$ cat src/rtl/pipe_pkg.sv
// Shared pipeline definitions: datapath widths and the control bundle
// carried from EX through MEM towards write-back.
package pipe_pkg;

    localparam int DATA_W     = 16;
    localparam int REG_ADDR_W = 3;

    typedef struct packed {
        logic                  mem_r;
        logic                  mem_w;
        logic                  wb_sel;
        logic                  reg_write;
        logic [REG_ADDR_W-1:0] rd;
    } ex_mem_ctrl_t;

    localparam ex_mem_ctrl_t BUBBLE_CTRL = '0;

endpackage

$ cat src/rtl/sat_counter.sv
// Up-counter that sticks at all-ones; reset and clear both zero it, and clear
// beats a simultaneous increment.
module sat_counter #(
    parameter int CNT_W = 16
) (
    input  logic             clk,
    input  logic             reset,
    input  logic             clr,
    input  logic             inc,
    output logic [CNT_W-1:0] count
);

    always_ff @(posedge clk) begin
        if (reset || clr) begin
            count <= '0;
        end else if (inc && (count != '1)) begin
            count <= count + CNT_W'(1);
        end
    end

endmodule

$ cat src/rtl/ex_mem_pipe_reg.sv
// EX/MEM pipeline register with stall, flush, valid-gated memory strobes,
// forwarding/hazard taps, occupancy counters and a sticky illegal-control flag.
module ex_mem_pipe_reg #(
    parameter int DATA_W     = pipe_pkg::DATA_W,
    parameter int REG_ADDR_W = pipe_pkg::REG_ADDR_W,
    parameter int CNT_W      = 16
) (
    input  logic                  clk,
    input  logic                  reset,
    input  logic                  stall,
    input  logic                  flush,
    input  logic                  ex_valid,
    input  logic [DATA_W-1:0]     ex_alu_out,
    input  logic [DATA_W-1:0]     ex_store_data,
    input  logic                  ex_mem_r,
    input  logic                  ex_mem_w,
    input  logic                  ex_wb_sel,
    input  logic                  ex_reg_write,
    input  logic [REG_ADDR_W-1:0] ex_rd,
    input  logic                  cnt_clear,
    output logic [DATA_W-1:0]     mem_address,
    output logic [DATA_W-1:0]     mem_data_in,
    output logic                  mem_r,
    output logic                  mem_w,
    output logic                  mem_wb_sel,
    output logic                  mem_reg_write,
    output logic [REG_ADDR_W-1:0] mem_rd,
    output logic                  mem_valid,
    output logic [DATA_W-1:0]     fwd_data,
    output logic                  fwd_load,
    output logic [CNT_W-1:0]      retired_cnt,
    output logic [CNT_W-1:0]      bubble_cnt,
    output logic                  err_sticky
);

    import pipe_pkg::*;

    localparam int CTRL_RD_W = $bits(ex_mem_ctrl_t) - 4;

    logic               valid_q;
    logic [DATA_W-1:0]  alu_q;
    logic [DATA_W-1:0]  store_q;
    ex_mem_ctrl_t       ctrl_q;
    ex_mem_ctrl_t       ctrl_d;
    logic               err_q;

    logic               load;
    logic               illegal;
    logic               retired_inc;
    logic               bubble_inc;

    always_comb begin
        ctrl_d           = BUBBLE_CTRL;
        ctrl_d.mem_r     = ex_mem_r;
        ctrl_d.mem_w     = ex_mem_w;
        ctrl_d.wb_sel    = ex_wb_sel;
        ctrl_d.reg_write = ex_reg_write;
        ctrl_d.rd        = CTRL_RD_W'(ex_rd);
    end

    assign load        = !flush && !stall;
    assign illegal     = ex_valid && ex_mem_r && ex_mem_w;
    assign retired_inc = load && ex_valid && !illegal;
    // Illegal captures are stored as bubbles, so they count as bubbles too.
    assign bubble_inc  = flush || (load && (!ex_valid || illegal));

    always_ff @(posedge clk) begin
        if (reset) begin
            valid_q <= 1'b0;
            alu_q   <= '0;
            store_q <= '0;
            ctrl_q  <= BUBBLE_CTRL;
            err_q   <= 1'b0;
        end else if (flush) begin
            valid_q <= 1'b0;
            alu_q   <= '0;
            store_q <= '0;
            ctrl_q  <= BUBBLE_CTRL;
        end else if (!stall) begin
            if (illegal) begin
                valid_q <= 1'b0;
                alu_q   <= '0;
                store_q <= '0;
                ctrl_q  <= BUBBLE_CTRL;
                err_q   <= 1'b1;
            end else begin
                valid_q <= ex_valid;
                alu_q   <= ex_alu_out;
                store_q <= ex_store_data;
                ctrl_q  <= ctrl_d;
            end
        end
    end

    sat_counter #(.CNT_W(CNT_W)) u_retired_cnt (
        .clk   (clk),
        .reset (reset),
        .clr   (cnt_clear),
        .inc   (retired_inc),
        .count (retired_cnt)
    );

    sat_counter #(.CNT_W(CNT_W)) u_bubble_cnt (
        .clk   (clk),
        .reset (reset),
        .clr   (cnt_clear),
        .inc   (bubble_inc),
        .count (bubble_cnt)
    );

    assign mem_address   = alu_q;
    assign mem_data_in   = store_q;
    assign mem_r         = ctrl_q.mem_r && valid_q;
    assign mem_w         = ctrl_q.mem_w && valid_q;
    assign mem_wb_sel    = ctrl_q.wb_sel;
    assign mem_reg_write = ctrl_q.reg_write && valid_q;
    assign mem_rd        = REG_ADDR_W'(ctrl_q.rd);
    assign mem_valid     = valid_q;
    assign fwd_data      = alu_q;
    assign fwd_load      = ctrl_q.mem_r && valid_q;
    assign err_sticky    = err_q;

endmodule
$ cat config.mk
export PLATFORM = sky130hd
export DESIGN_NAME = ex_mem_pipe_reg
export DESIGN_NICKNAME = d
export VERILOG_FILES = /design/src/rtl/pipe_pkg.sv /design/src/rtl/sat_counter.sv /design/src/rtl/ex_mem_pipe_reg.sv
export SDC_FILE = /design/constraint.sdc
export NUM_CORES = 1
export LEC_CHECK = 0
export ABC_CLOCK_PERIOD_IN_PS = 2100
export BUFFER_PORTS_ARGS = -buffer_cell sky130_fd_sc_hd__clkbuf_2
export CAP_MARGIN = 10
export CORE_ASPECT_RATIO = 1.5
export CORE_MARGIN = 2
export CORE_UTILIZATION = 45
export CTS_CLUSTER_SIZE = 28
export DETAILED_ROUTE_END_ITERATION = 7
export GPL_ROUTABILITY_DRIVEN = 0
export PLACE_DENSITY = 0.81
export SYNTH_ARGS = -nofsm -noshare
export SYNTH_HDL_FRONTEND = slang
export SYNTH_SLANG_ARGS = --single-unit
$ cat constraint.sdc
create_clock -name clk -period 2.1 [get_ports clk]
set_input_delay 0.21 -clock clk [delete_from_list [all_inputs] [get_ports clk]]
set_output_delay 0.21 -clock clk [all_outputs]
set_load 0.005 [all_outputs]
# After elaboration in Yosys (flattened, before gate mapping)
# Cells that the tools add are included.
dict set report word_totals {
  reg_bits 73
  output_inout_bits 90
  wordCells 41
}
dict set report op_classes {
  add_sub_neg 2
  n_eq_ne 2
  n_mux 4
  bitwise 2
  reduce_logical 20
}
# operator n
set ops {}
lappend ops {{$add A16 B1 Y16 const B} 2}
lappend ops {{$mux W16} 2}
lappend ops {{$ne A16 B16 Y1 const B} 2}
lappend ops {{$logic_and A1 B1 Y1} 11}
lappend ops {{$mux W7} 1}
lappend ops {{$logic_not A1 Y1} 4}
lappend ops {{$logic_or A1 B1 Y1} 3}
lappend ops {{$reduce_and A3 Y1} 1}
lappend ops {{$not A1 Y1} 2}
lappend ops {{$reduce_or A2 Y1} 1}
lappend ops {{$mux W1} 1}

# Longest topological paths before layout
dict set report logic_depth {
  ltp_word 6
  mapped_depth 7
  depth_no_buf 5
}

# Modules after synthesis
# A second synthesis with hierarchy kept.
dict set report unflattened {
  cells_unflattened 315
  hier_area_um2 3200.6
}
# mod n_inst cells_each area_each_um2 seq_area_each_um2
set by_module_without_submodules {}
lappend by_module_without_submodules {sat_counter 2 95 847.1 320.3}
lappend by_module_without_submodules {ex_mem_pipe_reg 1 125 1506.4 820.8}

# Worst setup path before layout
# OpenSTA, ideal clock, no wires.
dict set report synth_timing {
  path_kind {flip-flop to flip-flop}
  startpoint {register u_retired_cnt.count[3]}
  endpoint {register u_retired_cnt.count[9]}
  arrival_ns 1.815
  t_required_ns 2.030
  slack_ns 0.215
  stages_incl_launch_ff 6
  synth_period_minus_slack_ns 1.885
  path_cell_list {dfxtp_1 -> nand4_1 -> or4_4 -> buf_6 -> or4_1 -> a21oi_1}
}
dict set report synth_via {
  elab_chain_cells 2
  elab_cells_between_ends 3
  classes_between {add/sub: 1; eq/ne: 1; reduce/logical: 1}
}
# element line
set synth_rtl {}
lappend synth_rtl {{start: declaration} sat_counter.sv:10} ;# output logic [CNT_W-1:0] count
lappend synth_rtl {{start signal: assignment} sat_counter.sv:17} ;# count <= count + CNT_W'(1);
lappend synth_rtl {{parallel branches: the longest is 2 deep, another holds $add A16 B1 Y16} n/a}
# Parallel ways; which one is timed is not known.
# A chain may end at the register's enable or synchronous reset.

# Worst setup path after layout
dict set report layout_timing {
  startpoint {register u_retired_cnt.count[4]}
  endpoint {register u_retired_cnt.count[15]}
}
# Same word-level chain as after synthesis.

==> metrics.yaml <==
clocking:
  ctsHoldBuffers: 0
  clk_pin_slew_ps: 70
  cts_max_level: 3
  insertion_delay_ps: 340
  clock_sinks: 73
  cts_tree: "done"
  cts-root-buf: "clkbuf_8"
  cts_made_buffers: 9
  clk_path_buf_depth: 2
floorplan:
  die_w_um: 73.76
  dieArea_um2: 8012
  io_pins: 135
  rows: 38
  start_util: 0.4605
  dieHeight_um: 108.6
  core_area_um2: 7132
timing:
  slew_headroom: 0.3517
  finalCritPeriodShare: 0.9425
  setup_violations: 0
  skew_ps: 3.318
  tightest_slew_ps: 970.3
  post-route-min-period_ps: 1979
  hold_viol: 0
  fmax_ghz: 0.5052
  rsz0062_at_grt: "false"
  slew_violations: 0
  setup_tns_ps: 0
pwr:
  netSwitchingFraction: 0.2384
  comb_power_share: 0.085
  p_int_mw: 1.966
  p_seq_frac: 0.553
  power.leakage_nw: 1.694
  power.switching_mw: 0.6154
  ir_worst_vdd_mv: 0.4265
  clock_power_share: 0.362
  cellPowerDensity_nw_per_um2: 634.2
global_routing:
  gr-total-overflow: 0
  grt_max_degree: 44
  grt_pass1_vias: 3055
  antenna_found_initial: 0
  grt_util_all_layers: 0.2202
  grt_pass1_wl_um: 13880
final_layout:
  drive_gt1_frac: 0.3313
  fin_cells: 575
  area_growth_syn_to_layout_pct: 23.92
  nets: 538
  final_common_cell: "clkbuf_2"
  antenna_cells: 0
  layout_common_cells: "134 x clkbuf_2, 72 x dfxtp_1, 45 x nor2_1"
  fillerInstances: 643
drt:
  vias: 3377
  first_iter_violations: 254
  post-route-drc-count: 0
  drtAntennaViolNets: 0
  detail_route.first_pass.iterations: 6
  post_drt_wl_per_cell_um: 15.40
  drt-total-wl_um: 8857
  routed_via_density: 5.873
setup_path:
  critical_path.top_delay_family: "simple AND/OR/NAND/NOR gates"
  cp-start-kind: "flop"
  critPathKind: "reg2reg"
  slowest_delay_ps: 620
  end_kind: "flop"
  worstPathMaxFanout: 10
  critPathSlowestCell: "or4_4"
  path_cells: "nand4_1 > or4_4 > or4_1 > a21oi_1"
  arrival_ps: 2250
  crit_buf_inv: 0
  cp.required_ps: 2370
synthesis:
  syn-num-nets: 424
  synth-edff-count: 0
  avgSynthCellArea_um2: 8.712
  ys_types: 42
  yosys_warnings: 0
  ys_seq_elements: 73
  synth_ff_type: "dfxtp_1"
  synthCells: 377
  synthArstFlopShare: 0
  synth_seq_area_share: 0.4450
  syn_area_um2: 3284
placed_design:
  dp.cells: 558
  port_buffers: 134
  hpwl_um: 6371
job:
  drv_cap: 0
run_status:
  status: "finished clean"
min_path:
  hp-class: "in2reg"
## cell families after synthesis
group                    synth area share
adder cells (fa/ha/maj)          0.007618
flip-flops                         0.4450
AO/OA/AOI/OAI                      0.2095
AND/OR/NAND/NOR                    0.2438
multiplexers                      0.01524
buffers and inverters             0.07885
## power by group through the flow
| stage | logic, mW | clock network [mW] | registers (mW) |
|---|---|---|---|
| floorplan | 0.128 | 0 | 1.46 |
| global placement | 0.215 | 0 | 1.46 |
| detailed placement | 0.221 | 0 | 1.46 |
| CTS | 0.221 | 0.961 | 1.43 |
| global route | 0.246 | 1.03 | 1.43 |
| finish | 0.220 | 0.933 | 1.43 |
## cell usage after synthesis, types with 3 or more instances
cell type,n,share of area
nor4_1,5,0.0095
or4_1,17,0.039
mux2i_1,5,0.015
nand2_1,22,0.025
o41ai_1,3,0.0080
clkbuf_1,21,0.024
a21oi_1,25,0.038
nor3_1,6,0.0091
or3_1,9,0.017
nor2_1,45,0.051
or2_2,3,0.0057
o21ai_0,7,0.011
a31oi_1,3,0.0057
nand3_1,6,0.0091
inv_1,4,0.0046
o311ai_0,4,0.011
and2_1,6,0.011
o31ai_1,13,0.030
buf_4,20,0.046
and4_1,3,0.0080
nand4_1,12,0.023
dfxtp_1,73,0.44
a22oi_1,38,0.087
## final cells by class
type	count	area [um2]	share of cell area
clock buffer	15	156.4	0.03843
inverter	4	15.01	0.003689
multi-input combinational	257	1575	0.3870
sequential	73	1463	0.3594
tap	80	100.1	0.02459
timing repair buffer	146	760.7	0.1869
## worst register-to-register path, stage by stage, from the launching register on
cell     delay [ps]
dfxtp_1         420
nand4_1         200
or4_4           620
or4_1           500
a21oi_1         160
## flip-flops by register name (all words and copies together) (netlist names), 3 cells and up
signal	count
mem_data_in	16
ctrl_q	3
u_retired_cnt.count	16
mem_rd	3
fwd_data	16
u_bubble_cnt.count	16
## per-stage QoR
stage / power [mW] / setup WS [ps] / utilization / hold WS [ps] / instance area (um2)
finish: 2.581 / 120.7 / 0.5707 / 97.62 / 4070
CTS: 2.609 / 130.3 / 0.5684 / 82.53 / 4054
floorplan: 1.586 / 214.8 / - / 354.1 / 3284
detailed placement: 1.679 / 70.39 / 0.5465 / 452.0 / 3897
global route: 2.706 / 15.36 / 0.5707 / 92.60 / 4070
global placement: 1.672 / 124.1 / 0.5465 / 439.0 / 3897
## worst paths after layout
| check | slack (ps) | endpoint | startpoint | depth (start not counted) |
|---|---|---|---|---|
| worst max-delay path | 120 | u_retired_cnt.count[15] | u_retired_cnt.count[4] | 4 |
| worst max register to register | 120 | u_retired_cnt.count[15] | u_retired_cnt.count[4] | 4 |
| worst min register to register | 470 | ctrl_q[5] | ctrl_q[5] | 2 |
| worst min-delay path | 100 | mem_rd[0] | ex_rd[0] | 3 |
## repair_timing
action | 4_1_cts | 5_1_grt
gates resized for setup | 0 | 1
buffers inserted | 0 | 2
endpoints found under the setup margin | 0 | 3
## metal layers
metal | GRT usage | wire length, um | vias up
met4 | 0.1104 | 246 | 0
met3 | 0.05453 | 609 | 26
met1 | 0.2554 | 3435 | 1572
met2 | 0.3699 | 4565 | 157
met5 | 0 | 0 | -
li1 | - | - | 1622
Note: power is estimated with default switching activity, not from simulation.
